`src/rtl/mezz_config_scheduler.sv`:
```
// rtl/mezz_config_scheduler.sv - sequences per-card JTAG configuration with retry and pass/fail bitmaps
//
// Walks the enabled mezzanine cards one at a time through the shared JTAG
// config path: select chain, let the mux settle, issue ASD and/or TDC config
// requests, judge chain_success, retry a bounded number of times, and record
// a per-card verdict.
//
// Ports:
//   i_clk, i_rst          clock, asynchronous active-high reset
//   i_start               1-cycle start pulse (IDLE only)
//   i_abort               level; returns to IDLE without a done pulse
//   i_mezz_mask           card enables, latched at start
//   i_do_asd, i_do_tdc    step enables, latched at start
//   i_asd_config_done     1-cycle done pulse for the ASD step
//   i_tdc_config_done     1-cycle done pulse for the TDC step
//   i_chain_success       [5:1] TDC chains, [0] ASD; valid with its done pulse
//   o_mezz_sel            index of the selected card
//   o_asd_config          1-cycle ASD request
//   o_tdc_config          1-cycle TDC request
//   o_busy                high whenever not IDLE
//   o_done                1-cycle pulse on normal completion
//   o_mezz_pass           per-card pass bitmap
//   o_mezz_fail           per-card fail bitmap
//   o_timeout_seen        sticky, any wait timed out since start

module mezz_config_scheduler #(
    parameter int NUM_MEZZ    = 18,
    parameter int IDX_W       = 5,
    parameter int SETTLE_CYC  = 16,
    parameter int TIMEOUT_CYC = 2**20,
    parameter int TO_W        = 21,
    parameter int MAX_RETRY   = 2
) (
    input  logic                i_clk,
    input  logic                i_rst,
    input  logic                i_start,
    input  logic                i_abort,
    input  logic [NUM_MEZZ-1:0] i_mezz_mask,
    input  logic                i_do_asd,
    input  logic                i_do_tdc,
    input  logic                i_asd_config_done,
    input  logic                i_tdc_config_done,
    input  logic [5:0]          i_chain_success,
    output logic [IDX_W-1:0]    o_mezz_sel,
    output logic                o_asd_config,
    output logic                o_tdc_config,
    output logic                o_busy,
    output logic                o_done,
    output logic [NUM_MEZZ-1:0] o_mezz_pass,
    output logic [NUM_MEZZ-1:0] o_mezz_fail,
    output logic                o_timeout_seen
);

    localparam int ST_W = (SETTLE_CYC > 1) ? $clog2(SETTLE_CYC) : 1;
    localparam int RT_W = (MAX_RETRY > 0) ? $clog2(MAX_RETRY + 1) : 1;

    // Index is one bit wider than mezz_sel so it can reach NUM_MEZZ (end of scan).
    localparam logic [IDX_W:0]    IDX_END     = (IDX_W + 1)'(NUM_MEZZ);
    localparam logic [IDX_W:0]    IDX_ONE     = (IDX_W + 1)'(1);
    localparam logic [ST_W-1:0]   SETTLE_LAST = ST_W'(SETTLE_CYC - 1);
    localparam logic [TO_W-1:0]   TIMER_LAST  = TO_W'(TIMEOUT_CYC - 1);
    localparam logic [RT_W-1:0]   RETRY_MAX   = RT_W'(MAX_RETRY);

    localparam logic [3:0] S_IDLE     = 4'd0;
    localparam logic [3:0] S_SELECT   = 4'd1;
    localparam logic [3:0] S_SETTLE   = 4'd2;
    localparam logic [3:0] S_ASD_REQ  = 4'd3;
    localparam logic [3:0] S_ASD_WAIT = 4'd4;
    localparam logic [3:0] S_TDC_REQ  = 4'd5;
    localparam logic [3:0] S_TDC_WAIT = 4'd6;
    localparam logic [3:0] S_CHECK    = 4'd7;
    localparam logic [3:0] S_FINISH   = 4'd8;

    logic [3:0]          r_state;
    logic [IDX_W:0]      r_idx;
    logic [NUM_MEZZ-1:0] r_mask;
    logic                r_do_asd;
    logic                r_do_tdc;
    logic [ST_W-1:0]     r_settle_cnt;
    logic [TO_W-1:0]     r_timer;
    logic [RT_W-1:0]     r_retry;
    logic                r_ok;
    logic [IDX_W-1:0]    r_mezz_sel;
    logic [NUM_MEZZ-1:0] r_pass;
    logic [NUM_MEZZ-1:0] r_fail;
    logic                r_timeout_seen;
    logic                r_done;

    logic [NUM_MEZZ-1:0] w_idx_onehot;
    logic                w_mask_hit;
    logic                w_asd_ok;
    logic                w_tdc_ok;
    logic                w_timer_expired;

    // One-hot of the current index; all-zero once idx reaches NUM_MEZZ.
    assign w_idx_onehot    = NUM_MEZZ'(1) << r_idx;
    assign w_mask_hit      = |(r_mask & w_idx_onehot);
    assign w_asd_ok        = r_ok & i_chain_success[0];
    assign w_tdc_ok        = r_ok & (&i_chain_success[5:1]);
    assign w_timer_expired = (r_timer == TIMER_LAST);

    always_ff @(posedge i_clk or posedge i_rst) begin
        if (i_rst) begin
            r_state        <= S_IDLE;
            r_idx          <= '0;
            r_mask         <= '0;
            r_do_asd       <= 1'b0;
            r_do_tdc       <= 1'b0;
            r_settle_cnt   <= '0;
            r_timer        <= '0;
            r_retry        <= '0;
            r_ok           <= 1'b0;
            r_mezz_sel     <= '0;
            r_pass         <= '0;
            r_fail         <= '0;
            r_timeout_seen <= 1'b0;
            r_done         <= 1'b0;
        end else begin
            r_done <= 1'b0;
            if (i_abort) begin
                // Bitmaps and mezz_sel keep their partial values for post-mortem.
                r_state <= S_IDLE;
            end else begin
                case (r_state)
                    S_IDLE: begin
                        if (i_start) begin
                            r_mask         <= i_mezz_mask;
                            r_do_asd       <= i_do_asd;
                            r_do_tdc       <= i_do_tdc;
                            r_idx          <= '0;
                            r_pass         <= '0;
                            r_fail         <= '0;
                            r_timeout_seen <= 1'b0;
                            r_state        <= S_SELECT;
                        end
                    end

                    S_SELECT: begin
                        if (r_idx == IDX_END) begin
                            r_state <= S_FINISH;
                        end else if (!w_mask_hit) begin
                            r_idx <= r_idx + IDX_ONE;
                        end else begin
                            r_mezz_sel   <= r_idx[IDX_W-1:0];
                            r_retry      <= '0;
                            r_ok         <= 1'b1;
                            r_settle_cnt <= '0;
                            r_state      <= S_SETTLE;
                        end
                    end

                    S_SETTLE: begin
                        if (r_settle_cnt == SETTLE_LAST) begin
                            if (r_do_asd) begin
                                r_state <= S_ASD_REQ;
                            end else if (r_do_tdc) begin
                                r_state <= S_TDC_REQ;
                            end else begin
                                r_state <= S_CHECK;
                            end
                        end else begin
                            r_settle_cnt <= r_settle_cnt + 1'b1;
                        end
                    end

                    S_ASD_REQ: begin
                        r_timer <= '0;
                        r_state <= S_ASD_WAIT;
                    end

                    S_ASD_WAIT: begin
                        // A done pulse beats a coincident timeout.
                        if (i_asd_config_done) begin
                            r_ok <= w_asd_ok;
                            // A card whose ASD step failed is not worth a TDC pass;
                            // go straight to the verdict and retry from SETTLE.
                            if (w_asd_ok && r_do_tdc) begin
                                r_state <= S_TDC_REQ;
                            end else begin
                                r_state <= S_CHECK;
                            end
                        end else if (w_timer_expired) begin
                            r_ok           <= 1'b0;
                            r_timeout_seen <= 1'b1;
                            r_state        <= S_CHECK;
                        end else begin
                            r_timer <= r_timer + 1'b1;
                        end
                    end

                    S_TDC_REQ: begin
                        r_timer <= '0;
                        r_state <= S_TDC_WAIT;
                    end

                    S_TDC_WAIT: begin
                        if (i_tdc_config_done) begin
                            r_ok    <= w_tdc_ok;
                            r_state <= S_CHECK;
                        end else if (w_timer_expired) begin
                            r_ok           <= 1'b0;
                            r_timeout_seen <= 1'b1;
                            r_state        <= S_CHECK;
                        end else begin
                            r_timer <= r_timer + 1'b1;
                        end
                    end

                    S_CHECK: begin
                        if (r_ok) begin
                            r_pass  <= r_pass | w_idx_onehot;
                            r_idx   <= r_idx + IDX_ONE;
                            r_state <= S_SELECT;
                        end else if (r_retry < RETRY_MAX) begin
                            r_retry      <= r_retry + 1'b1;
                            r_ok         <= 1'b1;
                            r_settle_cnt <= '0;
                            r_state      <= S_SETTLE;
                        end else begin
                            r_fail  <= r_fail | w_idx_onehot;
                            r_idx   <= r_idx + IDX_ONE;
                            r_state <= S_SELECT;
                        end
                    end

                    S_FINISH: begin
                        r_done  <= 1'b1;
                        r_state <= S_IDLE;
                    end

                    default: begin
                        r_state <= S_IDLE;
                    end
                endcase
            end
        end
    end

    // Requests are decoded from state so they last exactly one cycle; abort
    // masks them combinationally so nothing escapes in the abort cycle.
    assign o_asd_config   = (r_state == S_ASD_REQ) && !i_abort;
    assign o_tdc_config   = (r_state == S_TDC_REQ) && !i_abort;
    assign o_busy         = (r_state != S_IDLE);
    assign o_done         = r_done;
    assign o_mezz_sel     = r_mezz_sel;
    assign o_mezz_pass    = r_pass;
    assign o_mezz_fail    = r_fail;
    assign o_timeout_seen = r_timeout_seen;

endmodule
```
`config.mk`:
```
export PLATFORM = sky130hd
export DESIGN_NAME = mezz_config_scheduler
export DESIGN_NICKNAME = d
export VERILOG_FILES = /design/src/rtl/mezz_config_scheduler.sv
export SDC_FILE = /design/constraint.sdc
export NUM_CORES = 1
export LEC_CHECK = 0
export ABC_AREA = 1
export CAP_MARGIN = 5
export CELL_PAD_IN_SITES_DETAIL_PLACEMENT = 2
export CELL_PAD_IN_SITES_GLOBAL_PLACEMENT = 2
export CORE_AREA = 2 2 153 155
export CTS_CLUSTER_DIAMETER = 80
export CTS_CLUSTER_SIZE = 16
export DETAILED_ROUTE_END_ITERATION = 12
export DIE_AREA = 0 0 155 157
export PLACE_DENSITY_LB_ADDON = 0.1
export SLEW_MARGIN = 0
export SYNTH_ARGS = -nofsm -noshare
export SYNTH_HDL_FRONTEND = slang
export SYNTH_SLANG_ARGS = --single-unit
```
`constraint.sdc`:
```
create_clock -name i_clk -period 6.68 [get_ports i_clk]
set_input_delay 1.336 -clock i_clk [delete_from_list [all_inputs] [get_ports i_clk]]
set_output_delay 1.336 -clock i_clk [all_outputs]
set_load 0.005 [all_outputs]
```
==> impl_metrics.py, run 1 <==
metrics = {
    "yosys": {
        "yosysSeqAreaShare": 0.455,
        "ys_types": 36,
        "synth_seq_cells": 101,
        "synth_fp_nets": 786,
        "ys_async_sr_fraction": 1.00,
        "yosysWarnings": 0,
        "synth_flop_cell": "dfrtp_1",
        "syn_inst": 746,
        "netlist_area_mm2": 0.00556,
        "avgSynthCellArea_um2": 7.45,
        "synth_edf_count": 0,
    },
    "power": {
        "powerDensity_mw_per_mm2": 316,
        "power_leakage_nw": 3.23,
        "pwr-share-seq": 0.387,
        "combPwrFrac": 0.352,
        "power_switching_mw": 0.934,
        "p_int_mw": 1.24,
        "p_sw_frac": 0.429,
        "ir_drop_mv": 0.126,
        "clockPowerShare": 0.261,
    },
    "final_layout": {
        "areaGrowthSynthToFinish_pct": 24.0,
        "fin_cells": 1106,
        "layout_commonest_cell": "nand2_1",
        "layout.nets": 856,
        "final.fill_count": 2635,
        "drive_above_1_share": 0.0658,
        "design_area_mm2": 0.00689,
        "n_antenna_cell": 0,
        "final_cell_mix": "nand2_1, dfrtp_1, inv_1",
    },
    "placed_design": {
        "dpl.cell_count": 1090,
        "dpl_cell_area_mm2": 0.00658,
        "place.gp.congestion": 0.754,
        "dpl.hpwl_um": 14300,
        "numPortBuffers": 77,
    },
    "clock_tree": {
        "cts_tree": "done",
        "htreeDepth": 3,
        "cts_hold_buf": 0,
        "cts.reportedPaths.clkPinSlew_ns": 0.08,
        "cts_resized": 0,
        "cts.sinks": 101,
        "numCtsBuffers": 9,
        "clk_latency_ns": 0.37,
        "cts_buffer_depth": 2,
        "cts_root_buf": "clkbuf_16",
        "post_cts_buffers": 0,
    },
    "grt": {
        "grt_pass1_wl_um": 31600,
        "overflow": 0,
        "grt_max_degree": 63,
        "grt_pass1_vias": 5754,
        "antenna_found_initial": 0,
        "grt_usage": 0.165,
    },
    "detailed_routing": {
        "route.detailed.drc": 0,
        "detail_route.wl_per_cell_um": 17.3,
        "first_pass_iters": 4,
        "wl_um": 19100,
        "vias": 5110,
        "drt-initial-drc-count": 187,
        "postRouteAntennaNets": 0,
        "viasPerCell": 4.62,
    },
    "setup_path": {
        "worstSetupStartpointType": "primary input",
        "crit_path_max_fanout": 8,
        "endpoint_kind": "output pin",
        "worst-setup-path-type": "in -> out",
        "critPathArrivalTime_ns": 2.61,
        "crit_required_ns": 5.34,
    },
    "sta": {
        "final.period_utilization": 0.591,
        "fin_skew_ns": 0.0122,
        "setup_violations": 0,
        "finalCriticalPeriod_ns": 3.95,
        "worstMarginPinSlew_ns": 0.936,
        "whs_ns": 0.471,
        "drv_slew": 0,
        "hold_violations": 0,
        "setup_tns_ns": 0,
        "rsz0062_at_grt": "no",
        "timing.fmax_ghz": 0.253,
        "worst_slew_margin_rel": 0.376,
    },
    "floorplanning": {
        "fp.dieH_um": 157,
        "start_util": 0.247,
        "fp.dieW_um": 155,
        "dieArea_mm2": 0.0243,
        "core_area_mm2": 0.0225,
        "pin_count": 78,
        "num_rows": 55,
    },
    "run": {
        "maxCapViolations": 0,
    },
    "outcome": {
        "status": "complete, no violations",
    },
    "worst_hold_path": {
        "hp-class": "reg -> reg",
    },
}
-- kinds of logic after synthesis --
logic type      count (synthesis)  share of synthesized area
buf+inv                       122                     0.0916
flops                         101                      0.455
compound gates                 72                     0.0752
fa+ha+maj                       8                     0.0180
simple gates                  428                      0.337
xor+xnor                       15                     0.0236
-- metal layers --
| layer | vias up | GRT usage | wire length [µm] |
|---|---|---|---|
| met3 | 11 | 0.0184 | 387 |
| met5 | - | 0 | 0 |
| met1 | 2575 | 0.215 | 8940 |
| met2 | 48 | 0.294 | 9560 |
| li1 | 2476 | - | - |
| met4 | 0 | 0.0423 | 203 |
-- registers in the layout (all words and copies together) (netlist names) --
name            cells
r_timer            21
o_mezz_fail        18
o_mezz_pass        18
r_mask             18
r_idx               6
o_mezz_sel          5
r_settle_cnt        4
r_state             4
r_retry             2
o_done              1
o_timeout_seen      1
r_do_asd            1
r_do_tdc            1
r_ok                1
-- path summary, 6_finish.rpt --
check / slack [ns] / startpoint / depth (start not counted) / end
max: 2.73 / i_abort / 3 / o_tdc_config
min: 0.47 / r_state[3] / 1 / r_state[3]
max reg2reg: 3.83 / r_state[2] / 11 / r_timer[19]
min reg2reg: 0.47 / r_state[3] / 1 / r_state[3]
max in group asynchronous: 4.09 / i_rst / 3 / r_settle_cnt[3]
min in group asynchronous: 1.49 / i_rst / 2 / o_mezz_fail[17]
-- power groups by stage --
stage / Combinational, mW / Clock (mW) / Sequential [mW]
2_1_floorplan: 0.528 / 0 / 0.815
3_3_place_gp: 0.742 / 0 / 0.852
3_5_place_dp: 0.784 / 0 / 0.855
4_1_cts: 0.789 / 0.586 / 0.844
5_1_grt: 0.878 / 0.603 / 0.861
6_report: 0.765 / 0.568 / 0.842
-- synth_stat cells, drive strengths merged, types with 3 or more instances --
master,n,area (µm²)
o31ai,10,75.1
nand2,254,986
a21oi,40,204
nand3,49,250
nor2,80,358
dfrtp,101,2530
nand4,19,119
buf,18,115
inv,101,382
o21a,4,30.0
or2,4,27.5
ha,8,100
nor3,13,65.1
nand3b,5,37.5
o21ai,15,75.1
xnor2,3,26.3
xor2,12,105
-- per-stage QoR --
| stage | util | power, mW | setup slack, ns |
|---|---|---|---|
| 5_1_grt | 0.306 | 2.34 | 2.68 |
| 4_1_cts | 0.306 | 2.22 | 2.72 |
| 2_1_floorplan | - | 1.34 | 2.70 |
| 3_3_place_gp | 0.292 | 1.59 | 2.73 |
| 3_5_place_dp | 0.292 | 1.64 | 2.72 |
| 6_report | 0.306 | 2.18 | 2.73 |
-- layout make-up --
class,instances,area [µm²],area share
Sequential cell,101,2530,0.367
Timing Repair Buffer,79,786,0.114
Tap cell,285,357,0.0517
Multi-Input combinational cell,523,2520,0.366
Clock inverter,7,88.8,0.0129
Inverter,102,389,0.0565
Clock buffer,9,225,0.0327
-- critical path, cell delays in order --
cell,delay (ns)
clkdlybuf4s50_1,0.58
nor2_1,0.18
clkdlybuf4s50_1,0.51
Note: power is estimated with default switching activity, not from simulation.
==> run 2, diff against run 1 <==
==> constraint.sdc (replaced) <==
create_clock -name i_clk -period 3.3 [get_ports i_clk]
set_input_delay 0.66 -clock i_clk [delete_from_list [all_inputs] [get_ports i_clk]]
set_output_delay 0.66 -clock i_clk [all_outputs]
set_load 0.005 [all_outputs]
==> run 2 against run 1 <==
- utilization up 0.19 points
- combinational power up 110%
- global-route usage down 0.18 points
- non-clock buffer count up 4
- via count down 0.23%
- cell count up 0.36%
- sequential power up 100%
- total power up 100%
- critical path depth up 1
- critical endpoint unchanged
- largest power group unchanged
==> impl_metrics.py, run 2 (synthesized netlist as in run 1, its figures left out) <==
metrics = {
    "outcome": {
        "status": "complete, no violations",
    },
    "final_layout": {
        "areaGrowthSynthToFinish_pct": 24.8,
        "drive_above_1_share": 0.0703,
        "top_register": "r_timer",
        "design_area_mm2": 0.00694,
        "n_antenna_cell": 0,
        "layout.nets": 860,
        "final_cell_mix": "nand2_1, dfrtp_1, inv_1",
        "layout_commonest_cell": "nand2_1",
        "final.fill_count": 2612,
        "largest_reg_flops": 21,
    },
    "detailed_routing": {
        "drt-initial-drc-count": 213,
        "detail_route.wl_per_cell_um": 16.9,
        "wl_um": 18800,
        "postRouteAntennaNets": 0,
        "route.detailed.drc": 0,
        "first_pass_iters": 4,
        "viasPerCell": 4.59,
        "vias": 5098,
    },
    "worst_hold_path": {
        "hp-class": "reg -> reg",
        "hold_depth": 1,
    },
    "floorplanning": {
        "dieArea_mm2": 0.0243,
        "start_util": 0.247,
        "num_rows": 55,
        "core_area_mm2": 0.0225,
        "fp.dieH_um": 157,
        "fp.dieW_um": 155,
        "pin_count": 78,
    },
    "clock_tree": {
        "cts.reportedPaths.clkPinSlew_ns": 0.08,
        "cts_root_buf": "clkbuf_16",
        "clk_latency_ns": 0.36,
        "htreeDepth": 3,
        "cts_hold_buf": 0,
        "cts.sinks": 101,
        "cts_resized": 0,
        "numCtsBuffers": 9,
        "cts_buffer_depth": 2,
        "post_cts_buffers": 0,
        "cts_tree": "done",
    },
    "placed_design": {
        "numPortBuffers": 77,
        "dpl_cell_area_mm2": 0.00664,
        "place.gp.congestion": 0.772,
        "dpl.hpwl_um": 14200,
    },
    "power": {
        "combPwrFrac": 0.358,
        "powerDensity_mw_per_mm2": 632,
        "pwr-share-seq": 0.387,
        "ir_drop_mv": 0.243,
        "clockPowerShare": 0.256,
        "p_int_mw": 2.53,
        "power_switching_mw": 1.85,
        "p_sw_frac": 0.422,
        "power_leakage_nw": 3.24,
        "power_mw": 4.38,
    },
    "sta": {
        "finalCriticalPeriod_ns": 2.57,
        "drv_slew": 0,
        "worst_slew_margin_rel": 0.611,
        "worstMarginPinSlew_ns": 0.584,
        "setup_tns_ns": 0,
        "final.period_utilization": 0.779,
        "timing.fmax_ghz": 0.389,
        "whs_ns": 0.460,
        "fin_skew_ns": 0.0133,
        "setup_violations": 0,
        "rsz0062_at_grt": "no",
        "hold_violations": 0,
    },
    "setup_path": {
        "crit_path_cell_trace": "clkdlybuf4s50_1 > buf_4 > nor2_1 > clkdlybuf4s50_1",
        "endpoint_kind": "output pin",
        "crit_required_ns": 2.64,
        "cpPeakStageDelay_ns": 0.51,
        "worst-setup-path-type": "in -> out",
        "reg2regPathDepth": 14,
        "critPathArrivalTime_ns": 1.91,
        "cpMostUsedCell": "clkdlybuf4s50_1",
        "crit_path_max_fanout": 6,
        "slowest_stage": "clkdlybuf4s50_1",
        "worstSetupStartpointType": "primary input",
    },
    "grt": {
        "overflow": 0,
        "grt_max_degree": 102,
        "grt_pass1_vias": 5698,
        "grt_usage": 0.164,
        "antenna_found_initial": 0,
        "grt_pass1_wl_um": 31200,
    },
    "run": {
        "maxCapViolations": 0,
    },
}
## run 2: changes by cell type in the layout (fill, tap and decap cells not counted)
cell	delta
clkinvlp_4	+2
buf_4	+2
clkinv_8	-2
inv_8	+1
inv_6	-1
buf_12	+2
inv_4	-1
clkinv_4	+1
## run 2: layout make-up
class / instances / area (µm²) / area share
Sequential cell: 101 / 2530 / 0.364
Multi-Input combinational cell: 523 / 2520 / 0.363
Timing Repair Buffer: 83 / 841 / 0.121
Inverter: 102 / 390 / 0.0563
Tap cell: 285 / 357 / 0.0514
Clock buffer: 9 / 225 / 0.0325
Clock inverter: 7 / 75.1 / 0.0108
## run 2: path summary, 6_finish.rpt
check | to | slack (ns) | from
max | o_tdc_config | 0.73 | i_abort
min | r_state[3] | 0.46 | r_state[3]
max reg2reg | r_idx[3] | 0.85 | r_idx[0]
min reg2reg | r_state[3] | 0.46 | r_state[3]
max in group asynchronous | o_mezz_pass[3] | 2.04 | i_rst
min in group asynchronous | o_mezz_pass[13] | 0.81 | i_rst
## run 2: stage by stage
| step | utilization | std cells | setup WS (ns) |
|---|---|---|---|
| floorplan | - | 746 | 1.37 |
| global placement | 0.295 | 1094 | 0.721 |
| detailed placement | 0.295 | 1094 | 0.646 |
| CTS | 0.308 | 1110 | 0.700 |
| global route | 0.308 | 1110 | 0.600 |
| finish | 0.308 | 1110 | 0.729 |
## run 2: power by group through the flow
stage	clock, mW	combinational, mW	sequential [mW]
final	1.12	1.57	1.70
after global routing	1.21	1.81	1.74
after CTS	1.16	1.61	1.70
after detailed placement	0	1.61	1.73
after global placement	0	1.55	1.72
after floorplan	0	1.07	1.65
## run 2: routing by layer
layer,vias up,share of wire,routed length [µm],GRT usage
li1,2495,-,-,-
met1,2538,0.47,8910,0.218
met2,53,0.49,9200,0.283
met3,12,0.025,472,0.0209
met4,0,0.010,194,0.0397
met5,-,0,0,0
## run 2: worst max-delay path: cells and delay by family
| family | cells | cell delay, ns |
|---|---|---|
| buf+inv | 3 | 1.16 |
| simple gates | 1 | 0.10 |
